===== src/rtl/uart_prog_loader_pkg.sv =====
// Shared types and constants for the UART program/data loader.
package uart_prog_loader_pkg;

    typedef enum logic [2:0] {
        LD_IDLE,
        LD_CNT_LO,
        LD_CNT_HI,
        LD_DATA,
        LD_DONE
    } ld_state_t;

    typedef enum logic [1:0] {
        RX_IDLE,
        RX_START,
        RX_DATA,
        RX_STOP
    } rx_state_t;

    localparam logic [7:0] HDR_INST = 8'h49;
    localparam logic [7:0] HDR_DATA = 8'h44;
    localparam int         WORD_W   = 32;

endpackage


===== src/rtl/uart_prog_loader_rx_byte.sv =====
// 8N1 UART byte receiver: 2-flop synchronizer, mid-bit sampling, stop-bit check.
module uart_rx_byte
    import uart_prog_loader_pkg::*;
#(
    parameter int CLKS_PER_BIT = 868
) (
    input  logic       clk_i,
    input  logic       rst_ni,
    input  logic       rx_i,
    output logic       byte_valid_o,
    output logic [7:0] byte_data_o,
    output logic       frame_err_o
);

    localparam int            CW   = $clog2(CLKS_PER_BIT);
    localparam logic [CW-1:0] FULL = CW'(CLKS_PER_BIT - 1);
    localparam logic [CW-1:0] HALF = CW'(CLKS_PER_BIT / 2 - 1);

    rx_state_t     state_q, state_d;
    logic [CW-1:0] cnt_q, cnt_d;
    logic [2:0]    bit_q, bit_d;
    logic [7:0]    shift_q, shift_d;
    logic          valid_q, valid_d;
    logic          ferr_q, ferr_d;
    logic          rx_meta_q, rx_sync_q, rx_prev_q;

    always_ff @(posedge clk_i or negedge rst_ni) begin
        if (!rst_ni) begin
            rx_meta_q <= 1'b1;
            rx_sync_q <= 1'b1;
            rx_prev_q <= 1'b1;
            state_q   <= RX_IDLE;
            cnt_q     <= '0;
            bit_q     <= '0;
            shift_q   <= '0;
            valid_q   <= 1'b0;
            ferr_q    <= 1'b0;
        end else begin
            rx_meta_q <= rx_i;
            rx_sync_q <= rx_meta_q;
            rx_prev_q <= rx_sync_q;
            state_q   <= state_d;
            cnt_q     <= cnt_d;
            bit_q     <= bit_d;
            shift_q   <= shift_d;
            valid_q   <= valid_d;
            ferr_q    <= ferr_d;
        end
    end

    always_comb begin
        state_d = state_q;
        cnt_d   = cnt_q;
        bit_d   = bit_q;
        shift_d = shift_q;
        valid_d = 1'b0;
        ferr_d  = 1'b0;
        if (state_q != RX_IDLE && cnt_q != '0) begin
            cnt_d = cnt_q - CW'(1);
        end
        case (state_q)
            RX_IDLE: begin
                if (rx_prev_q && !rx_sync_q) begin
                    cnt_d   = HALF;
                    state_d = RX_START;
                end
            end
            RX_START: begin
                if (cnt_q == '0) begin
                    if (rx_sync_q) begin
                        state_d = RX_IDLE;
                    end else begin
                        cnt_d   = FULL;
                        bit_d   = '0;
                        state_d = RX_DATA;
                    end
                end
            end
            RX_DATA: begin
                if (cnt_q == '0) begin
                    shift_d = {rx_sync_q, shift_q[7:1]};
                    cnt_d   = FULL;
                    if (bit_q == 3'd7) begin
                        state_d = RX_STOP;
                    end else begin
                        bit_d = bit_q + 3'd1;
                    end
                end
            end
            RX_STOP: begin
                // Back to idle at the stop mid-sample so a start bit right after is caught.
                if (cnt_q == '0) begin
                    valid_d = rx_sync_q;
                    ferr_d  = !rx_sync_q;
                    state_d = RX_IDLE;
                end
            end
            default: state_d = RX_IDLE;
        endcase
    end

    assign byte_valid_o = valid_q;
    assign byte_data_o  = shift_q;
    assign frame_err_o  = ferr_q;

endmodule


===== src/rtl/uart_prog_loader.sv =====
// Frame loader: header, 16-bit word count, little-endian words written to imem/dmem.
//   state     | meaning
//   LD_IDLE   | waiting for 'I' or 'D' header byte
//   LD_CNT_LO | expecting count low byte
//   LD_CNT_HI | expecting count high byte
//   LD_DATA   | assembling words, issuing writes
//   LD_DONE   | one-cycle completion pulse
module uart_prog_loader
    import uart_prog_loader_pkg::*;
#(
    parameter int CLKS_PER_BIT = 868,
    parameter int ADDR_WIDTH   = 14
) (
    input  logic                  clk_i,
    input  logic                  rst_ni,
    input  logic                  rx_i,
    output logic                  mem_we_o,
    output logic                  mem_sel_o,
    output logic [ADDR_WIDTH-1:0] mem_addr_o,
    output logic [WORD_W-1:0]     mem_wdata_o,
    output logic                  busy_o,
    output logic                  done_o,
    output logic                  err_o
);

    logic       byte_valid;
    logic [7:0] byte_data;
    logic       frame_err;

    uart_rx_byte #(.CLKS_PER_BIT(CLKS_PER_BIT)) u_rx (
        .clk_i        (clk_i),
        .rst_ni       (rst_ni),
        .rx_i         (rx_i),
        .byte_valid_o (byte_valid),
        .byte_data_o  (byte_data),
        .frame_err_o  (frame_err)
    );

    ld_state_t             state_q, state_d;
    logic                  sel_q, sel_d;
    logic [ADDR_WIDTH-1:0] addr_q, addr_d;
    logic [WORD_W-1:0]     wdata_q, wdata_d;
    logic [23:0]           word_q, word_d;
    logic [1:0]            idx_q, idx_d;
    logic [15:0]           count_q, count_d;
    logic                  we_q, we_d;
    logic                  err_q, err_d;

    always_ff @(posedge clk_i or negedge rst_ni) begin
        if (!rst_ni) begin
            state_q <= LD_IDLE;
            sel_q   <= 1'b0;
            addr_q  <= '0;
            wdata_q <= '0;
            word_q  <= '0;
            idx_q   <= '0;
            count_q <= '0;
            we_q    <= 1'b0;
            err_q   <= 1'b0;
        end else begin
            state_q <= state_d;
            sel_q   <= sel_d;
            addr_q  <= addr_d;
            wdata_q <= wdata_d;
            word_q  <= word_d;
            idx_q   <= idx_d;
            count_q <= count_d;
            we_q    <= we_d;
            err_q   <= err_d;
        end
    end

    always_comb begin
        state_d = state_q;
        sel_d   = sel_q;
        addr_d  = addr_q;
        wdata_d = wdata_q;
        word_d  = word_q;
        idx_d   = idx_q;
        count_d = count_q;
        we_d    = 1'b0;
        err_d   = err_q;
        if (we_q) begin
            addr_d = addr_q + ADDR_WIDTH'(1);
        end
        case (state_q)
            LD_IDLE: begin
                if (frame_err) begin
                    err_d = 1'b1;
                end
                if (byte_valid && (byte_data == HDR_INST || byte_data == HDR_DATA)) begin
                    sel_d   = (byte_data == HDR_DATA);
                    addr_d  = '0;
                    err_d   = 1'b0;
                    idx_d   = '0;
                    state_d = LD_CNT_LO;
                end
            end
            LD_CNT_LO: begin
                if (byte_valid) begin
                    count_d = {8'h00, byte_data};
                    state_d = LD_CNT_HI;
                end
            end
            LD_CNT_HI: begin
                if (byte_valid) begin
                    count_d = {byte_data, count_q[7:0]};
                    state_d = (byte_data == 8'h00 && count_q[7:0] == 8'h00) ? LD_DONE : LD_DATA;
                end
            end
            LD_DATA: begin
                if (byte_valid) begin
                    if (idx_q == 2'd3) begin
                        wdata_d = {byte_data, word_q};
                        we_d    = 1'b1;
                        count_d = count_q - 16'd1;
                        idx_d   = '0;
                    end else begin
                        word_d = {byte_data, word_q[23:8]};
                        idx_d  = idx_q + 2'd1;
                    end
                end else if (we_q && count_q == 16'd0) begin
                    state_d = LD_DONE;
                end
            end
            LD_DONE: state_d = LD_IDLE;
            default: state_d = LD_IDLE;
        endcase
        if (frame_err && state_q != LD_IDLE) begin
            state_d = LD_IDLE;
            err_d   = 1'b1;
            we_d    = 1'b0;
        end
    end

    assign mem_we_o    = we_q;
    assign mem_sel_o   = sel_q;
    assign mem_addr_o  = addr_q;
    assign mem_wdata_o = wdata_q;
    assign busy_o      = (state_q != LD_IDLE);
    assign done_o      = (state_q == LD_DONE);
    assign err_o       = err_q;

endmodule

===== config.mk =====
export PLATFORM = sky130hd
export DESIGN_NAME = uart_prog_loader
export DESIGN_NICKNAME = d
export VERILOG_FILES = /design/src/rtl/uart_prog_loader_pkg.sv /design/src/rtl/uart_prog_loader_rx_byte.sv /design/src/rtl/uart_prog_loader.sv
export SDC_FILE = /design/constraint.sdc
export NUM_CORES = 1
export LEC_CHECK = 0
export ABC_CLOCK_PERIOD_IN_PS = 5000
export BUFFER_PORTS_ARGS = -buffer_cell sky130_fd_sc_hd__buf_2
export CORE_ASPECT_RATIO = 1.5
export CORE_MARGIN = 2
export CORE_UTILIZATION = 60
export DETAILED_ROUTE_END_ITERATION = 16
export GPL_ROUTABILITY_DRIVEN = 0
export GPL_TIMING_DRIVEN = 0
export PLACE_DENSITY = 0.81
export RECOVER_POWER = 50
export SETUP_SLACK_MARGIN = 0.1
export SYNTH_ARGS = -nofsm -noshare
export SYNTH_HDL_FRONTEND = slang
export SYNTH_SLANG_ARGS = --single-unit

===== constraint.sdc =====
create_clock -name clk_i -period 5 [get_ports clk_i]
set_input_delay 1 -clock clk_i [delete_from_list [all_inputs] [get_ports clk_i]]
set_output_delay 1 -clock clk_i [all_outputs]
set_load 0.03 [all_outputs]

# After elaboration in Yosys (flattened, before gate mapping)
# Cells that the tools add are included.
dict set report word_totals {
  out_inout_bits 51
  in_bits 3
  reg_bits 122
  wordCells 138
}
dict set report op_classes {
  addsub 5
  n_bitwise 2
  n_reduce_logical 34
  eq_ne 28
  n_mux 50
}
# operator n
set ops {}
lappend ops {{2-to-1 mux 16 bit} 4}
lappend ops {{2-to-1 mux 10 bit} 5}
lappend ops {{case mux 16 bit (3 select lines)} 1}
lappend ops {{2-to-1 mux 14 bit} 3}
lappend ops {{2-to-1 mux 3 bit} 11}
lappend ops {{case mux 10 bit (3 select lines)} 1}
lappend ops {{AND reduction 5 bit} 5}
lappend ops {{2-to-1 mux 2 bit} 9}
lappend ops {{equality test 8 x 7 -> 1 bit (second input constant)} 2}
lappend ops {{zero test 16 bit} 1}
lappend ops {{zero test 8 bit} 2}
lappend ops {{inequality test 2 x 1 -> 1 bit (second input constant)} 8}
lappend ops {{subtractor 16 x 1 -> 16 bit (second input constant)} 1}
lappend ops {{adder 14 x 1 -> 14 bit (second input constant)} 1}
lappend ops {{2-to-1 mux 1 bit} 12}
lappend ops {{case mux 3 bit (4 select lines)} 1}
lappend ops {{zero test 10 bit} 1}
lappend ops {{nonzero test 10 bit} 1}
lappend ops {{nonzero test 2 bit} 5}
lappend ops {{subtractor 10 x 1 -> 10 bit (second input constant)} 1}
lappend ops {{inequality test 3 bit (second input constant)} 3}
lappend ops {{AND reduction 3 bit} 3}
lappend ops {{nonzero test 3 bit} 3}
lappend ops {{inequality test 2 bit (second input constant)} 4}
lappend ops {{other kinds (18)} 31}

# Longest topological paths before layout
dict set report depth {
  word_depth 6
  mapped_depth 8
  mapped_depth_nobuf 7
}

# Cells and area by module
# Synthesis repeated with hierarchy kept, for this count alone.
dict set report hier_totals {
  cells_unflattened 479
  hier_area_um2 5694.2
}
# module area_per_inst_um2 seq_area_each_um2 n_inst cells_per_inst
set by_module_without_submodules {}
lappend by_module_without_submodules {uart_prog_loader 4269.1 2352.3 1 359}
lappend by_module_without_submodules {uart_rx_byte 1425.1 704.4 1 120}

# Worst setup path before layout
# No wires, ideal clock.
dict set report synth_timing {
  path_kind {register to output}
  from {register state_q[0]}
  to {output done_o}
  slack_ps 2948
  path_stages_with_launch 4
  required_ps 4000
  arrival_time_ps 1052
  n_path_buf 1
  cell_sequence {dfrtp_1 clkbuf_1 nor2_1 and2_1}
}
dict set report synth_via {
  elab_chain_cells 1
}
# item line
set synth_rtl {}
lappend synth_rtl {{from (decl)} uart_prog_loader.sv:39} ;# ld_state_t state_q, state_d;
lappend synth_rtl {{from (signal assigned)} uart_prog_loader.sv:61} ;# state_q <= state_d;
lappend synth_rtl {{equality test 3 bit} uart_prog_loader.sv:141} ;# assign done_o = (state_q == LD_DONE);
lappend synth_rtl {{to (decl)} uart_prog_loader.sv:22} ;# output logic done_o,
# No other way between the ends.

==> flow_metrics.env <==
export IMPL_ir_worst_vdd_mv=0.3971
export IMPL_r2r_cells=6
export IMPL_endpoint_kind="async pin"
export IMPL_portBuffers=53
export IMPL_worstPathCellList="clkbuf_1"
export IMPL_power_density_nw_per_um2=412.9
export IMPL_via_per_inst=6.277
export IMPL_rows=43
export IMPL_grt_max_degree=68
export IMPL_synth_largest_area_cell="dfrtp_1"
export IMPL_fin_nets=594
export IMPL_ctsHoldBuffers=0
export IMPL_setup_violations=0
export IMPL_drtIter0Drc=450
export IMPL_grt_overflow_total=0
export IMPL_areaGrowthSynthToFinish_pct=17.68
export IMPL_diodes=0
export IMPL_ys_seq_area_frac=0.5367
export IMPL_synth_edf_count=0
export IMPL_slew_violations=56
export IMPL_die_area_um2=10300
export IMPL_crit_type="input port to async pin"
export IMPL_io_pins=54
export IMPL_rsz0062_at_grt="no"
export IMPL_grt_pass1_vias=4461
export IMPL_min_from="u_rx.rx_meta_q"
export IMPL_wire_per_inst_um=18.83
export IMPL_vias=4419
export IMPL_ant_nets=0
export IMPL_slowest_delay_ns=2.08
export IMPL_antenna_found_initial=0
export IMPL_slowest_stage="clkbuf_1"
export IMPL_failed_checks="capacitance limit, slew limit"
export IMPL_yosys_most_used_dff="dfrtp_1"
export IMPL_dr_pass1_iters=6
export IMPL_die_w_um=83.55
export IMPL_synthTopCellsByCount="119 x dfrtp_1, 65 x mux2_2, 37 x nor2_1, 29 x a21oi_1, 27 x o21ai_0"
export IMPL_layout_cells_non_filler=704
export IMPL_place_inst=672
export IMPL_syn_area_um2=5695
export IMPL_grt_pass1_wl_mm=21.88
export IMPL_async_flop_share=1.000
export IMPL_crit_path_max_fanout=56
export IMPL_ctsResizeCount=0
export IMPL_fp_coreArea_um2=9254
export IMPL_path_clk_slew_ns=0.05
export IMPL_synthesis_nets=521
export IMPL_track_usage=0.2723
export IMPL_cts_inserted_buffers=17
export IMPL_finalSetupTns_ns=0
export IMPL_htreeDepth=4
export IMPL_crit_buf_inv=1
export IMPL_drt_wl_total_mm=13.26
export IMPL_rr_startpoint="state_q[1]"
export IMPL_start_kind="input port"
export IMPL_clock_fmax_mhz=305.3
export IMPL_outcome="finished with violations"
export IMPL_final_hold_violation_count=0
export IMPL_tightest_slew_ns=3.005
export IMPL_synth_cell_types=57
export IMPL_cts_tree="yes"
export IMPL_maxCapViolCount=1
export IMPL_r2r_slack_ns=2.27
export IMPL_min_to="u_rx.rx_sync_q"
export IMPL_detailed_place_hpwl_mm=8.698
export IMPL_cts_sink_count=122
export IMPL_skew_ns=0.008842
export IMPL_p_leak_nw=3.254
export IMPL_min_period_over_period=0.6552
export IMPL_clock_tree_root_cell="clkbuf_16"
export IMPL_synth_warning_count=0
export IMPL_drive_gt1_frac=0.2432
export IMPL_period_needed_ns=3.276
export IMPL_start_util=0.6155
export IMPL_hold_class="flop to flop"
export IMPL_synth_avg_cell_area_um2=11.26
export IMPL_crit_family="buffers and inverters"
export IMPL_syn_inst=506
export IMPL_chipHeight_um=123.3
export IMPL_crit_arrival_ns=3.12
export IMPL_post_cts_setup_buffers=0
export IMPL_ys_ff_latch=122
export IMPL_rr_endpoint="word_q[23]"
export IMPL_hold_path_depth=0
export IMPL_yosysTopAreaCellShare=0.5228
export IMPL_cp_required_ns=4.85
export IMPL_synth_most_common_cell="dfrtp_1"
export IMPL_clock_latency_ns=0.41
export IMPL_slew_headroom=-1.004
export IMPL_synth_area_leaders="dfrtp_1 52%, mux2_2 13%, ha_1 2.6%"
export IMPL_cts_buffer_depth=2
export IMPL_drc=0
worst max-delay path by stage:
stage                                to  cells past startpoint                 from  slack (ns)
final                        state_q[2]                      1               rst_ni        1.72
after global routing         state_q[1]                      1               rst_ni        1.15
after CTS                        busy_o                      4           state_q[0]        2.22
after detailed placement  mem_addr_o[7]                      7  u_rx.byte_data_o[3]        2.52
after global placement       count_q[1]                      1               rst_ni        1.51
after floorplan                  done_o                      3           state_q[0]        2.95
metal layers:
layer  share of wire  global-route usage
met1            0.37              0.2959
met2            0.54              0.5010
met3           0.059             0.07276
met4           0.033              0.1179
met5               0                   0
layout make-up:
cell class                 instances  area, µm²
timing repair buffer              54      272.8
clock inverter                    13      142.6
clock buffer                      19      452.9
buffer                            22      83.83
fill                             623       2551
sequential                       122       3057
inverter                          19      71.32
tap                              112      140.1
multi-input combinational        343       2482
report_power, final:
| part | leakage (nW) | internal, mW | switching [mW] | total (mW) |
|---|---|---|---|---|
| clock | 0.278 | 0.761 | 0.447 | 1.21 |
| sequential | 1.68 | 1.04 | 0.0543 | 1.10 |
| combinational | 1.30 | 0.178 | 0.286 | 0.464 |
| total | 3.25 | 1.98 | 0.787 | 2.77 |
through the flow:
stage	hold WS [ns]	total power [mW]	util	area, µm²	worst slack, ns
after global routing	0.3687	2.891	0.7243	6703	1.148
after global placement	0.3471	1.545	0.6593	6101	1.513
final	0.3587	2.768	0.7243	6703	1.724
after detailed placement	0.3475	1.567	0.6629	6135	2.523
after CTS	0.3550	2.777	0.7273	6730	2.220
after floorplan	0.3452	1.443	-	5695	2.948
layout by cell type, fill, tap and decap left out, drive strengths merged, types with 5 or more instances in the layout:
cell type	n
and3	6
nand2b	7
xnor2	11
nor2	38
xor2	9
o21ai	30
mux2	66
ha	12
nand2	23
buf	39
inv	21
a21oi	29
dfrtp	119
nor3	19
nor4	8
nor3b	5
nand3	14
clkbuf	56
clkinvlp	5
nand4	8
flip-flops by register name (all words and copies together), names as in the netlist, 2 cells and up, named ones only:
name              count
u_rx.bit_q            3
mem_addr_o           14
u_rx.byte_data_o      8
idx_q                 2
u_rx.cnt_q           10
count_q              16
mem_wdata_o          32
state_q               3
word_q               24
logic make-up after synthesis:
logic type	synth area share
AOI/OAI and AO/OA	0.09886
DFF	0.5367
and+or+nand+nor	0.1424
xor gates and xnor gates	0.03076
adders and majority gates	0.02636
muxes	0.1375
buffers and inverters	0.02746
No activity file was read; power rests on OpenSTA's default activity.
